==> src/rtl/clutch_cam_timer.sv <==
`default_nettype none
// ============================================================================
// Module   : clutch_cam_timer
// Function : shaft angle counter, latch-point clutches, cam table, emitters
// Revision : 1.0 - initial release
// ============================================================================
module clutch_cam_timer #(
  parameter int DEG_PER_REV = 360,
  parameter int ANGLE_W     = 9,
  parameter int NUM_CLUTCH  = 2,
  parameter int LATCH_ANGLE = 315,
  parameter int NUM_CAMS    = 16,
  parameter int WIN_PER_CAM = 3,
  parameter int EMIT_FIRST  = 12,
  parameter int EMIT_PITCH  = 18,
  parameter int EMIT_WIDTH  = 2,
  parameter int EMIT_COUNT  = 12
) (
  input  logic                                                clk,
  input  logic                                                rst,
  input  logic                                                power,
  input  logic [NUM_CLUTCH-1:0]                               clch_latch,
  input  logic                                                cfg_we,
  input  logic [((NUM_CAMS > 1) ? $clog2(NUM_CAMS) : 1)-1:0]  cfg_cam,
  input  logic [((WIN_PER_CAM > 1) ? $clog2(WIN_PER_CAM) : 1)-1:0] cfg_win,
  input  logic [$clog2(NUM_CLUTCH+1)-1:0]                     cfg_src,
  input  logic [ANGLE_W-1:0]                                  cfg_start,
  input  logic [ANGLE_W-1:0]                                  cfg_end,
  output logic [ANGLE_W-1:0]                                  cont_angle,
  output logic [NUM_CLUTCH*ANGLE_W-1:0]                       clch_angle,
  output logic [NUM_CLUTCH-1:0]                               clch_engaged,
  output logic [NUM_CLUTCH-1:0]                               clch_rev_done,
  output logic [NUM_CAMS-1:0]                                 cam_out,
  output logic [NUM_CLUTCH-1:0]                               emit
);

  localparam int c_SRC_W = $clog2(NUM_CLUTCH+1);
  localparam int c_PH_W  = (EMIT_PITCH > 1) ? $clog2(EMIT_PITCH) : 1;
  localparam int c_PU_W  = $clog2(EMIT_COUNT+1);

  localparam logic [ANGLE_W-1:0] c_LAST      = ANGLE_W'(DEG_PER_REV-1);
  localparam logic [ANGLE_W-1:0] c_LATCH     = ANGLE_W'(LATCH_ANGLE);
  localparam logic [ANGLE_W-1:0] c_PRE_LATCH = ANGLE_W'((LATCH_ANGLE+DEG_PER_REV-1) % DEG_PER_REV);
  localparam logic [ANGLE_W-1:0] c_EFIRST    = ANGLE_W'(EMIT_FIRST);

  localparam logic [0:0] c_ST_IDLE    = 1'b0;
  localparam logic [0:0] c_ST_ENGAGED = 1'b1;

  // Emitter counters must describe LATCH_ANGLE, where an idle clutch rests.
  localparam int          c_RST_OFF   = (LATCH_ANGLE >= EMIT_FIRST) ? LATCH_ANGLE-EMIT_FIRST : 0;
  localparam logic        c_RST_VALID = (LATCH_ANGLE >= EMIT_FIRST);
  localparam logic [c_PH_W-1:0] c_RST_PH = c_PH_W'(c_RST_OFF % EMIT_PITCH);
  localparam logic [c_PU_W-1:0] c_RST_PU =
      c_PU_W'(((c_RST_OFF / EMIT_PITCH) > EMIT_COUNT) ? EMIT_COUNT : (c_RST_OFF / EMIT_PITCH));

  logic [ANGLE_W-1:0] r_cont;
  logic [ANGLE_W-1:0] w_cont_next;
  logic               w_decide;

  always_comb begin
    w_cont_next = r_cont;
    if (power) w_cont_next = (r_cont == c_LAST) ? '0 : r_cont + 1'b1;
  end

  assign w_decide   = power && (r_cont == c_LATCH);
  assign cont_angle = r_cont;

  always_ff @(posedge clk or posedge rst) begin
    if (rst) r_cont <= '0;
    else     r_cont <= w_cont_next;
  end

  genvar k;
  generate
    for (k = 0; k < NUM_CLUTCH; k++) begin : g_clutch
      logic [0:0]         r_state;
      logic [ANGLE_W-1:0] r_ang;
      logic               r_done;
      logic               r_emit;
      logic               r_valid;
      logic [c_PH_W-1:0]  r_ph;
      logic [c_PU_W-1:0]  r_pu;
      logic [0:0]         w_state_next;
      logic               w_adv;
      logic [ANGLE_W-1:0] w_ang_next;
      logic               w_valid_next;
      logic [c_PH_W-1:0]  w_ph_next;
      logic [c_PU_W-1:0]  w_pu_next;

      always_comb begin
        w_state_next = r_state;
        if (w_decide) w_state_next = clch_latch[k] ? c_ST_ENGAGED : c_ST_IDLE;
        w_adv      = power && (w_state_next == c_ST_ENGAGED);
        w_ang_next = w_adv ? w_cont_next : (power ? c_LATCH : r_ang);
        // Phase/pulse counters follow the clutch angle one step at a time.
        w_valid_next = r_valid;
        w_ph_next    = r_ph;
        w_pu_next    = r_pu;
        if (w_adv) begin
          if (w_cont_next == c_EFIRST) begin
            w_valid_next = 1'b1;
            w_ph_next    = '0;
            w_pu_next    = '0;
          end else if (w_cont_next == '0) begin
            w_valid_next = 1'b0;
            w_ph_next    = '0;
            w_pu_next    = '0;
          end else if (r_valid) begin
            if (32'(r_ph) == EMIT_PITCH-1) begin
              w_ph_next = '0;
              if (32'(r_pu) < EMIT_COUNT) w_pu_next = r_pu + 1'b1;
            end else begin
              w_ph_next = r_ph + 1'b1;
            end
          end
        end
      end

      always_ff @(posedge clk or posedge rst) begin
        if (rst) begin
          r_state <= c_ST_IDLE;
          r_ang   <= c_LATCH;
          r_done  <= 1'b0;
          r_emit  <= 1'b0;
          r_valid <= c_RST_VALID;
          r_ph    <= c_RST_PH;
          r_pu    <= c_RST_PU;
        end else begin
          r_state <= w_state_next;
          r_ang   <= w_ang_next;
          r_done  <= power && (r_state == c_ST_ENGAGED) && (r_ang == c_PRE_LATCH);
          r_emit  <= (r_state == c_ST_ENGAGED) && r_valid &&
                     (32'(r_pu) < EMIT_COUNT) && (32'(r_ph) < EMIT_WIDTH);
          r_valid <= w_valid_next;
          r_ph    <= w_ph_next;
          r_pu    <= w_pu_next;
        end
      end

      assign clch_angle[k*ANGLE_W +: ANGLE_W] = r_ang;
      assign clch_engaged[k]                  = (r_state == c_ST_ENGAGED);
      assign clch_rev_done[k]                 = r_done;
      assign emit[k]                          = r_emit;
    end
  endgenerate

  logic [ANGLE_W-1:0] r_win_s   [NUM_CAMS][WIN_PER_CAM];
  logic [ANGLE_W-1:0] r_win_e   [NUM_CAMS][WIN_PER_CAM];
  logic [c_SRC_W-1:0] r_win_src [NUM_CAMS][WIN_PER_CAM];
  logic [ANGLE_W-1:0] w_src_ang [NUM_CLUTCH+1];
  logic [NUM_CAMS-1:0] w_cam;
  logic               w_cfg_ok;
  logic [NUM_CAMS-1:0] r_cam;

  assign w_cfg_ok = cfg_we && (32'(cfg_cam) < NUM_CAMS) && (32'(cfg_win) < WIN_PER_CAM) &&
                    (32'(cfg_src) <= NUM_CLUTCH) && (32'(cfg_start) < DEG_PER_REV) &&
                    (32'(cfg_end) < DEG_PER_REV);

  always_ff @(posedge clk or posedge rst) begin
    if (rst) begin
      for (int c = 0; c < NUM_CAMS; c++) begin
        for (int w = 0; w < WIN_PER_CAM; w++) begin
          r_win_s[c][w]   <= '0;
          r_win_e[c][w]   <= '0;
          r_win_src[c][w] <= '0;
        end
      end
    end else if (w_cfg_ok) begin
      r_win_s[cfg_cam][cfg_win]   <= cfg_start;
      r_win_e[cfg_cam][cfg_win]   <= cfg_end;
      r_win_src[cfg_cam][cfg_win] <= cfg_src;
    end
  end

  // start==end never hits, which is how a cleared window stays disabled.
  function automatic logic win_hit(input logic [ANGLE_W-1:0] s, input logic [ANGLE_W-1:0] e,
                                   input logic [ANGLE_W-1:0] a);
    if (s < e)      return (a >= s) && (a < e);
    else if (s > e) return (a >= s) || (a < e);
    else            return 1'b0;
  endfunction

  always_comb begin
    w_src_ang[0] = r_cont;
    for (int i = 0; i < NUM_CLUTCH; i++) w_src_ang[i+1] = clch_angle[i*ANGLE_W +: ANGLE_W];
    w_cam = '0;
    for (int c = 0; c < NUM_CAMS; c++) begin
      for (int w = 0; w < WIN_PER_CAM; w++) begin
        if (win_hit(r_win_s[c][w], r_win_e[c][w], w_src_ang[r_win_src[c][w]])) w_cam[c] = 1'b1;
      end
    end
  end

  always_ff @(posedge clk or posedge rst) begin
    if (rst) r_cam <= '0;
    else     r_cam <= w_cam;
  end

  assign cam_out = r_cam;

endmodule
`default_nettype wire

==> config.mk <==
export PLATFORM = sky130hd
export DESIGN_NAME = clutch_cam_timer
export DESIGN_NICKNAME = d
export VERILOG_FILES = /design/src/rtl/clutch_cam_timer.sv
export SDC_FILE = /design/constraint.sdc
export NUM_CORES = 2
export LEC_CHECK = 0
export BUFFER_PORTS_ARGS = -buffer_cell sky130_fd_sc_hd__buf_2
export CAP_MARGIN = 20
export CORE_MARGIN = 5
export CORE_UTILIZATION = 35
export CTS_CLUSTER_SIZE = 14
export DETAILED_ROUTE_END_ITERATION = 7
export MAX_ROUTING_LAYER = met4
export PLACE_DENSITY_LB_ADDON = 0.1
export SLEW_MARGIN = 30
export SYNTH_ARGS = -nofsm -noshare
export SYNTH_HDL_FRONTEND = slang
export SYNTH_SLANG_ARGS = --single-unit
==> constraint.sdc <==
create_clock -name clk -period 49.3 [get_ports clk]
set_input_delay 9.86 -clock clk [delete_from_list [all_inputs] [get_ports clk]]
set_output_delay 9.86 -clock clk [all_outputs]
set_load 0.005 [all_outputs]
==> summary.txt <==
Outcome
  • Status: finished clean

Clocking
  • Clk sinks: slightly above 1000
  • Worst-path clk slew: 50 ps
  • Worst-Skew Late Latency: ~810 ps
  • CTS tree: done
  • Root buffer cell: clkbuf_16
  • Setup bufs post-CTS: 0
  • Total CTS buffers: 136
  • Worst-case clock buffer depth: 3
  • Post-CTS Resized: 0
  • Hold-fix buffers, CTS: 0
  • H-tree depth: 4

Global routing
  • Largest net degree at the start of global routing: between 100 and 150
  • Initial antenna violation count: 36
  • Total GRT Usage: between 20% and 30%
  • First-pass GRT wire length: 418000 um
  • Grt total ovfl: 0
  • Number of global-route vias before repair: 62000

Setup path
  • Crit. End Element: flop
  • Max FO, Critical Path: 23
  • Crit path launch type: input pin
  • R2r worst-path depth: 14
  • CP required: 49970 ps
  • WP data arrival: 13550 ps
  • CP Class: input pin to flop

Layout
  • Most frequent cells in the layout: ha_1, o21ai_0, dfrtp_1, nand2_1, inv_1
  • Finished Layout Cells: 11400
  • Nets: 9596
  • Commonest non-fill, non-tap cell in the layout: ha_1
  • Layout area overhead: 10.3%
  • Share of cells above drive strength 1: 13.3%
  • # fillers: 22300

Floorplan
  • Die width: about 480 um
  • Initial Util: 35.2%
  • CORE AREA: around 0.22 mm2
  • Number of I/O pins: 81
  • FP Rows: 173
  • Die extent in y: a little under 500 um
  • Die area: 0.233 mm2

Logic synthesis
  • Mapped Area: 0.0782 mm2
  • Top_reg_cell synth: dfrtp_1
  • Synth Area per Inst: just over 9 um2
  • Gate Count Post-Synth: around 8500
  • Ys async rst share: 100%
  • Yosys reg bits: 1029
  • Net count of the mapped netlist: 9813
  • Register area share after synthesis: 33.0%
  • Post-synth cell types: 81
  • Synth warn: 0
  • Post-synth EDFFs: 0

Power
  • NetSw: 1.27 mW
  • Total leakage power: around 40 nW
  • Clk pwr share: a little under a third
  • Sw frac: 37.8%
  • Gate power share: 38.4%
  • Pwr dens: 38.9 mW/mm2
  • Maximum vdd drop: 0.0000356 V
  • Seq pwr share: a little under 30%
  • Internal: about 2.1 mW

STA
  • Final setup viols: 0
  • Fin crit share: 26.1%
  • Final Hold Fails: 0
  • Fmax: 77.6 MHz
  • Final-report max-slew violation count: 0
  • Rel. slew slack: 28.1%
  • Min Tclk post-route: 12890 ps
  • Setup TNS: 0 ps
  • Worst Max-Slew Pin Slew: 1080 ps
  • Setup Skew: 27.3 ps
  • RSZ-0062 raised after global routing: false

Placement
  • Post-DP HPWL: around 180000 um
  • # placed instances: 11100
  • Routability cong.: 0.872
  • # port buffers: 80

Hold path
  • Hold Path Depth: 2
  • Worst hold path class: flop to flop

Detailed routing
  • Drt first pass iters: 7
  • Via count: 61900
  • Iter 0 DRT Violations: around 4200
  • Final WL: 284000 um
  • Wire per inst: 24.9 um
  • DR vias/cell: 5.43
  • DRC violations left: 0
  • ANT nets after route: 0

Flow run
  • Max-cap violations: 0
## worst max-delay path, cell delays in order
cell and delay (ps):
buf_4 310, o211a_1 300, o21ai_0 520, nand4_1 350
nor3b_2 560, buf_4 450, nand2_1 640, mux2_2 510
## power by group through the flow
stage	registers (mW)	clock network [mW]	logic, mW
floorplan	0.957	0	0.922
global placement	1.01	0	1.26
detailed placement	1.01	0	1.28
CTS	0.999	1.09	1.29
global route	1.01	1.12	1.47
finish	1.00	1.06	1.29
## cell families after synthesis
group / synth area share, %
AO/OA/AOI/OAI: 15.1
XOR/XNOR: 0.0448
buffers and inverters: 7.10
flip-flops: 33.0
multiplexers: 14.6
AND/OR/NAND/NOR: 10.1
adder cells (fa/ha/maj): 20.1
## final cells by class
type	count	area, um2	area share (%)
Timing Repair Buffer	200	1440	1.67
Sequential cell	1029	25900	30.0
Multi-Input combinational cell	6034	47000	54.5
Clock inverter	47	678	0.787
Inverter	908	3420	3.96
Tap cell	2975	3720	4.32
Clock buffer	197	4040	4.69
Antenna cell	12	30.0	0.0348
## through the flow
| stage | cell area [um2] | power, mW | hold WS [ps] | util (%) | worst slack (ps) |
|---|---|---|---|---|---|
| finish | 86200 | 3.35 | 487 | 38.8 | 36410 |
| global route | 86200 | 3.61 | 508 | 38.8 | 36350 |
| CTS | 86100 | 3.38 | 490 | 38.7 | 36350 |
| detailed placement | 81400 | 2.29 | 482 | 36.6 | 35500 |
| global placement | 81300 | 2.27 | 478 | 36.6 | 35650 |
| floorplan | 78200 | 1.88 | 457 | - | 10520 |
## Yosys cell counts, types with 27 or more instances
master / number / share of area (%)
nor2_1: 185 / 0.89
inv_1: 907 / 4.4
mux2i_1: 453 / 5.8
o2111ai_1: 27 / 0.30
o211ai_1: 30 / 0.29
nand2_1: 958 / 4.6
a21o_1: 117 / 1.1
a211oi_1: 79 / 0.76
clkbuf_1: 477 / 2.3
o21ai_0: 1017 / 6.5
buf_1: 51 / 0.24
a21oi_1: 338 / 2.2
dfrtp_1: 1003 / 32
nand2b_1: 84 / 0.67
nor3_1: 78 / 0.50
a2111oi_0: 55 / 0.62
nor2b_1: 106 / 0.85
o21a_1: 106 / 1.0
nand4_1: 79 / 0.63
mux2_2: 607 / 8.7
ha_1: 1255 / 20
nand3_1: 93 / 0.60
## path summary, 6_finish.rpt
kind	startpoint	to	slack [ps]
worst max register to register	cont_angle[0]	cam_out[7]	44540
worst min register to register	g_clutch[0].r_ph[3]	g_clutch[0].r_ph[3]	490
min in group asynchronous	rst	cam_out[4]	9150
worst max-delay path	cfg_start[3]	r_win_e[93]	36410
worst min-delay path	g_clutch[0].r_ph[3]	g_clutch[0].r_ph[3]	490
max in group asynchronous	rst	cam_out[10]	37370
## layer usage
layer | wire, um | track usage, % | vias up
li1 | - | - | 29500
met1 | 128000 | 32.2 | 30300
met2 | 131000 | 40.1 | 1618
met3 | 13900 | 3.36 | 498
met4 | 10000 | 8.06 | 0
met5 | 0 | - | -
## flip-flops by register name, summed over array words and instances, names as in the netlist
signal	flops
g_clutch.r_valid	2
g_clutch.r_emit	2
g_clutch.r_state	2
g_clutch.r_done	2
cam_out	16
r_win_src	96
g_clutch.r_pu	8
g_clutch.r_ang	18
g_clutch.r_ph	10
r_win_s	432
r_win_e	432
cont_angle	9
Power figures use the tool's default switching activity.
